[config.mk]
export PLATFORM = sky130hd
export DESIGN_NAME = fetch_unit
export DESIGN_NICKNAME = d
export VERILOG_FILES = /design/src/rtl/fetch_pkg.sv /design/src/rtl/fetch_buf.sv /design/src/rtl/fetch_unit.sv
export SDC_FILE = /design/constraint.sdc
export NUM_CORES = 1
export LEC_CHECK = 0
export CORE_MARGIN = 3
export CORE_UTILIZATION = 35
export DETAILED_ROUTE_END_ITERATION = 8
export PLACE_DENSITY = 0.69
export SLEW_MARGIN = 25
export SYNTH_ARGS = -nofsm -noshare
export SYNTH_HDL_FRONTEND = slang
export SYNTH_SLANG_ARGS = --single-unit
[constraint.sdc]
create_clock -name clk -period 4.3 [get_ports clk]
set_input_delay 0.86 -clock clk [delete_from_list [all_inputs] [get_ports clk]]
set_output_delay 0.86 -clock clk [all_outputs]
set_load 0.01 [all_outputs]
[src/rtl/fetch_pkg.sv]
// Shared types and sizing for the instruction fetch unit.
// Define FETCH_BUF2_EN for a two-entry fetch buffer; otherwise a single holding register.
package fetch_pkg;

  localparam int WIDTH = 32;

`ifdef FETCH_BUF2_EN
  localparam int DEPTH = 2;
`else
  localparam int DEPTH = 1;
`endif

  localparam int CNT_W = $clog2(DEPTH + 1);

  typedef enum logic [1:0] {
    IDLE    = 2'd0,
    REQ     = 2'd1,
    DISCARD = 2'd2
  } fetch_state_e;

  typedef struct packed {
    logic [WIDTH-1:0] instr;
    logic [WIDTH-1:0] pc;
  } fetch_entry_t;

endpackage

[src/rtl/fetch_buf.sv]
// DEPTH-entry fetch FIFO; head is always slot 0, pops shift the remaining entries down.
// Clear wins over a same-cycle push or pop.
module fetch_buf
  import fetch_pkg::*;
(
  input  logic             clk,
  input  logic             reset,
  input  logic             push_i,
  input  fetch_entry_t     push_data_i,
  input  logic             pop_i,
  input  logic             clear_i,
  output logic [CNT_W-1:0] count_o,
  output logic             head_valid_o,
  output fetch_entry_t     head_o
);

  fetch_entry_t     mem_q [DEPTH];
  fetch_entry_t     mem_d [DEPTH];
  logic [CNT_W-1:0] cnt_q;
  logic [CNT_W-1:0] cnt_d;
  logic [CNT_W-1:0] cnt_pop;

  always_comb begin
    mem_d   = mem_q;
    cnt_pop = cnt_q;
    cnt_d   = cnt_q;
    if (pop_i && (cnt_q != '0)) begin
      for (int i = 0; i < DEPTH - 1; i++) begin
        mem_d[i] = mem_q[i + 1];
      end
      cnt_pop = cnt_q - CNT_W'(1);
    end
    cnt_d = cnt_pop;
    // The new entry lands just behind whatever survives this cycle's pop.
    if (push_i) begin
      for (int i = 0; i < DEPTH; i++) begin
        if (CNT_W'(i) == cnt_pop) begin
          mem_d[i] = push_data_i;
        end
      end
      cnt_d = cnt_pop + CNT_W'(1);
    end
    if (clear_i) begin
      cnt_d = '0;
    end
  end

  always_ff @(posedge clk or posedge reset) begin
    if (reset) begin
      cnt_q <= '0;
      for (int i = 0; i < DEPTH; i++) begin
        mem_q[i] <= '0;
      end
    end else begin
      cnt_q <= cnt_d;
      mem_q <= mem_d;
    end
  end

  assign count_o      = cnt_q;
  assign head_valid_o = (cnt_q != '0);
  assign head_o       = mem_q[0];

endmodule

[src/rtl/fetch_unit.sv]
// Instruction fetch unit: latches the PC, issues one req/ack memory request at a time,
// buffers returned words for the decoder and discards them on flush (see FETCH_BUF2_EN).
module fetch_unit
  import fetch_pkg::*;
(
  input  logic             clk,
  input  logic             reset,
  input  logic [WIDTH-1:0] pc_addr,
  output logic             pc_inc,
  input  logic             flush,
  output logic             mem_req,
  output logic [WIDTH-1:0] mem_addr,
  input  logic             mem_ack,
  input  logic [WIDTH-1:0] mem_rdata,
  output logic             instr_valid,
  output logic [WIDTH-1:0] instr,
  output logic [WIDTH-1:0] instr_pc,
  input  logic             instr_ready,
  output logic [1:0]       dbg_state
);

  // Handshakes: mem_req/mem_addr stay asserted and stable until the cycle mem_ack=1;
  // the buffer head transfers to the decoder on any cycle with instr_valid & instr_ready.

  fetch_state_e     state_q;
  fetch_state_e     state_d;
  logic [WIDTH-1:0] addr_q;
  logic [WIDTH-1:0] addr_d;

  logic             push;
  logic             pop;
  logic             has_room;
  logic [CNT_W-1:0] buf_count;
  fetch_entry_t     push_entry;
  fetch_entry_t     head;

  assign has_room = (buf_count < CNT_W'(DEPTH));

  always_ff @(posedge clk or posedge reset) begin
    if (reset) begin
      state_q <= IDLE;
      addr_q  <= '0;
    end else begin
      state_q <= state_d;
      addr_q  <= addr_d;
    end
  end

  // A flush in IDLE blocks the latch so the stale PC is never fetched.
  always_comb begin
    state_d = state_q;
    addr_d  = addr_q;
    case (state_q)
      IDLE: begin
        if (has_room && !flush) begin
          addr_d  = pc_addr;
          state_d = REQ;
        end
      end
      REQ: begin
        if (mem_ack) begin
          state_d = IDLE;
        end else if (flush) begin
          state_d = DISCARD;
        end
      end
      DISCARD: begin
        if (mem_ack) begin
          state_d = IDLE;
        end
      end
      default: state_d = IDLE;
    endcase
  end

  always_comb begin
    mem_req          = (state_q == REQ) || (state_q == DISCARD);
    mem_addr         = addr_q;
    push             = (state_q == REQ) && mem_ack && !flush;
    pc_inc           = push;
    push_entry.instr = mem_rdata;
    push_entry.pc    = addr_q;
  end

  assign pop = instr_valid && instr_ready;

  fetch_buf u_buf (
    .clk          (clk),
    .reset        (reset),
    .push_i       (push),
    .push_data_i  (push_entry),
    .pop_i        (pop),
    .clear_i      (flush),
    .count_o      (buf_count),
    .head_valid_o (instr_valid),
    .head_o       (head)
  );

  assign instr     = head.instr;
  assign instr_pc  = head.pc;
  assign dbg_state = state_q;

endmodule

* Word level (Yosys, flattened, before mapping) *
Index checks and enable logic that the tools add are counted.
W data, S select, Z words.

word-level totals
  register bits = 99
  latch bits = 0
  memory bits (writable) = 0
  memory bits (read-only) = 0
  output and inout bits = 101
  word-level logic and storage cells = 33
  memories kept = 0

cells by class
  add/sub/neg operators = 2
  multipliers = 0
  divide/modulo/power cells = 0
  $lt $le $gt $ge = 1
  eq/ne operators = 5
  shift-type cells = 0
  multiplexer cells = 8
  bitwise operators = 1
  reduce and logical (&&, ||, !) cells = 11

operators with widths
  kind                   count
  $mux W2                4
  $pmux W2 S3            1
  $logic_and A1 B1 Y1    5
  $ne A2 B2 Y1 const B   2
  $reduce_and A2 Y1      2
  $mux W1                3
  $ne A3 B3 Y1 const B   1
  $reduce_and A3 Y1      1
  $eq A2 B1 Y1 const B   1
  $eq A2 B2 Y1 const B   1
  $logic_not A2 Y1       1
  $add A1 B1 Y1 const B  1
  $logic_not A1 Y1       1
  $logic_or A1 B1 Y1     1
  $lt A1 B1 Y1 const B   1
  $not A1 Y1             1
  $sub A1 B1 Y1 const B  1

* Logic depth before layout (Yosys ltp) *
  depth in word-level cells = 6
  gate-level depth with buffers = 8

* By module *
From an unflattened synthesis, not the netlist that was laid out.

unflattened totals
  cell total of the unflattened synthesis = 230
  area total of the unflattened synthesis = 4125.2 sq um

by module, submodules not included
  module      instances  cells an instance  area each (sq um)
  fetch_buf   1          141                2737.6
  fetch_unit  1          89                 1387.6

* Worst setup path before layout *
Ideal clock, no wire load.

  kind = input-to-reg
  start = input port flush
  end = register u_buf.mem_q (netlist bit u_buf.head_o[32])
  arrival = 2.051 ns
  data required time = 4.175 ns
  path slack = 2.124 ns
  cell stages on the path = 6
  path buffers = 2
  cell sequence = nor2b_1 and2_1 ha_1 buf_2 buf_2 mux2_2

between the ends
  cells in the longest elaborated chain, start to end = 3

RTL lines
  what                                RTL line          text
  start: declaration                  fetch_unit.sv:10  input logic flush,
  $logic_not A1 Y1                    fetch_unit.sv:79  push = (state_q == REQ) && mem_ack && !flush;
  $logic_and A1 B1 Y1                 fetch_unit.sv:79
  net pc_inc                          fetch_unit.sv:9   output logic pc_inc,
  $reduce_and A2 Y1 (no source line)  -
  end signal: assignment              fetch_buf.sv:56   mem_q <= mem_d;
  end: declaration                    fetch_buf.sv:17   fetch_entry_t mem_q [DEPTH];

The timed path passes the listed nets, and every way through them passes these cells.
A chain may end at the register's enable or synchronous reset.

* Worst setup path in the final report *
  start = input port flush
  end = output port pc_inc

between the ends
  cells in the longest elaborated chain, start to end = 2

RTL lines
  what                 RTL line
  $logic_not A1 Y1     fetch_unit.sv:79
  $logic_and A1 B1 Y1  fetch_unit.sv:79
  end: declaration     fetch_unit.sv:9

Every way passes these cells.

==> impl_metrics.py <==
metrics = {
    "run_status": {
        "status": "complete, no violations",
    },
    "power": {
        "total_power_w": 0.00429,
        "p_per_area_nw_per_um2": 735,
        "power.leakage_nw": 2.41,
        "ir_drop_mv": 0.290,
    },
    "yosys": {
        "synth_largest_area_cell": "dfrtp_1",
        "synth-simple-area-share": 0.0149,
        "ys_seq_area_frac": 0.653,
        "synthCells": 228,
        "synth-edff-count": 0,
        "synth_common_cells": "dfrtp_1 (99), mux2_2 (94), buf_2 (7)",
        "netlist_area_um2": 3790,
        "synth.net_count": 301,
        "synth.most_common_cell": "dfrtp_1",
        "yosysUniqueCellTypes": 18,
        "ys.flop_type": "dfrtp_1",
        "async_flop_share": 1.00,
        "synth-xor-area-share": 0,
        "synth_top_area_frac": 0.653,
        "muxShareOfSynthArea": 0.285,
        "synth-warning-count": 0,
        "synth-compound-area-share": 0.0112,
        "ys_ff_latch": 99,
        "synthAdderAreaFrac": 0.0132,
        "yosys-top-cells-area": "dfrtp_1 (65%), mux2_2 (28%), ha_1 (1.3%), buf_2 (0.92%), buf_6 (0.89%)",
        "syn_area_per_cell_um2": 16.6,
        "synth_top_family_by_area": "multiplexers",
    },
    "drt": {
        "ant_nets": 0,
        "wirelength_mm": 8.67,
        "drtIter0Drc": 92,
        "first_pass_iters": 4,
        "vias": 2496,
        "drc_errors": 0,
        "viasPerCell": 4.60,
        "wire_per_inst_um": 16.0,
    },
    "die": {
        "core_area_um2": 10400,
        "die_area_um2": 12100,
        "num_rows": 37,
        "chipWidth_um": 110,
        "start_util": 0.364,
        "io_pins": 170,
        "chipHeight_um": 110,
    },
    "clock_network": {
        "cts.sinks": 99,
        "cts_resized": 0,
        "clock_latency_ns": 0.36,
        "clk_pin_slew_ns": 0.09,
        "ctsHtreeMaxLevel": 3,
        "cts-root-buf": "clkbuf_8",
        "cts_buffers": 9,
        "hold_buffers": 0,
        "cts_setup_buffers": 0,
        "cts_buffer_depth": 2,
        "cts_tree": "yes",
    },
    "timing": {
        "fin_tns_setup_ns": 0,
        "fin_skew_ns": 0.0125,
        "setup_violations": 0,
        "worst_pin_slew_ns": 0.733,
        "finalCriticalPeriod_ns": 3.16,
        "period_share": 0.736,
        "max_slew_margin": 0.512,
        "fmax_ghz": 0.316,
        "finalMaxSlewViolations": 0,
        "grt_setup_unrepaired": "false",
        "hold_viol": 0,
        "hold_ws_ns": 0.512,
    },
    "global_route": {
        "antenna_found_initial": 0,
        "grtUsageTotal": 0.141,
        "grt_pass1_vias": 2605,
        "grt_pass1_wl_mm": 13.1,
        "grt_overflow": 0,
        "grt_max_degree": 65,
    },
    "critical_path": {
        "worstPathCellList": "clkdlybuf4s50_1, nor2b_1, and2_1, clkdlybuf4s50_1",
        "endpoint": "pc_inc",
        "cpMostUsedCell": "clkdlybuf4s50_1",
        "rrSetupSlack_ns": 2.00,
        "max_stage_delay_ns": 0.55,
        "startpoint": "flush",
        "critPathArrivalTime_ns": 2.30,
        "r2r_cells": 6,
        "cp_data_required_time_ns": 3.44,
        "path_class": "primary input to output pin",
        "start_kind": "primary input",
        "r2r_start": "dbg_state[1]$_DFFE_PP0P_",
        "worst-path-max-fanout": 5,
        "end_kind": "output pin",
        "cpMaxStageDelayCell": "clkdlybuf4s50_1",
        "r2r-end": "mem_addr[3]$_DFFE_PP0P_",
    },
    "min_path": {
        "hp-class": "flip-flop to flip-flop",
    },
    "placement": {
        "gp_congestion": 0.757,
        "port_buffers": 169,
        "hpwl_mm": 6.32,
        "placed_area_um2": 5630,
    },
    "run": {
        "drv_cap": 0,
    },
    "layout": {
        "fin_nets": 475,
        "antenna-diode-count": 0,
        "area_growth_pct": 53.8,
        "drive_gt1_frac": 0.287,
        "fin_area_um2": 5830,
        "fillerInstances": 856,
    },
}
-- sequential cells by signal (all words and copies together) (netlist names) --
name / flops
u_buf.head_o: 64
mem_addr: 32
dbg_state: 2
u_buf.count_o: 1
-- report_power, final --
part	leakage (nW)	switching, W	internal, W
clock network	0.100	0.000318	0.000273
logic	1.13	0.000721	0.00129
registers	1.18	0.000276	0.00140
-- kinds of logic after synthesis --
group                      Yosys count
AOI/OAI and AO/OA                    7
adders and majority gates            4
buffers and inverters               14
DFF                                 99
muxes                               96
and+or+nand+nor                      8
-- per-layer routing --
| metal | track usage | vias up | part of all wire |
|---|---|---|---|
| met4 | 0.0347 | 0 | 0.0063 |
| li1 | - | 1151 | - |
| met2 | 0.232 | 104 | 0.48 |
| met1 | 0.166 | 1235 | 0.40 |
| met5 | 0 | - | 0 |
| met3 | 0.0693 | 6 | 0.12 |
-- per-stage QoR --
step | util | worst slack [ns] | std cells
after floorplan | - | 0.850 | 228
after detailed placement | 0.541 | 1.16 | 527
after CTS | 0.560 | 1.15 | 543
final | 0.560 | 1.14 | 543
after global routing | 0.560 | 1.07 | 543
after global placement | 0.541 | 1.17 | 527
-- cell type report --
type,instances,area (um2),share of cell area
tap,136,170,0.0292
clock inverter,7,73.8,0.0127
multi-input combinational,115,1230,0.211
inverter,4,17.5,0.00300
sequential,99,2480,0.425
timing repair buffer,173,1730,0.297
clock buffer,9,124,0.0212
-- worst min-delay path by stage --
stage                                      start                      endpoint  slack, ns  cells after the start
detailed placement   u_buf.head_o[1]$_DFFE_PP0P_   u_buf.head_o[1]$_DFFE_PP0P_       0.49                      1
global placement    u_buf.head_o[47]$_DFFE_PP0P_  u_buf.head_o[47]$_DFFE_PP0P_       0.49                      1
finish              u_buf.head_o[52]$_DFFE_PP0P_  u_buf.head_o[52]$_DFFE_PP0P_       0.51                      1
global route        u_buf.head_o[25]$_DFFE_PP0P_  u_buf.head_o[25]$_DFFE_PP0P_       0.52                      1
CTS                  u_buf.head_o[0]$_DFFE_PP0P_   u_buf.head_o[0]$_DFFE_PP0P_       0.52                      1
floorplan               mem_addr[21]$_DFFE_PP0P_      mem_addr[21]$_DFFE_PP0P_       0.54                      1
-- worst max-delay path: cells and delay by family --
kind	cells	cell delay (ns)
simple gates	2	0.38
buf+inv	2	1.06
-- cells in the final DEF, fill, tap and decap left out --
master	count
nand2_1	1
bufinv_16	1
nor2_1	2
clkinv_2	2
or4b_1	1
clkinvlp_4	1
clkdlybuf4s50_1	169
o21ai_0	1
buf_4	3
nand2b_1	1
ha_1	3
inv_6	3
nor3_4	1
buf_12	1
and2_1	1
inv_1	3
inv_4	1
mux2_1	2
a21o_1	1
o21bai_1	2
nor2b_1	1
a21oi_1	3
clkbuf_8	9
mux2_2	94
ha_2	1
dfrtp_1	99
Note: power is estimated with default switching activity, not from simulation.
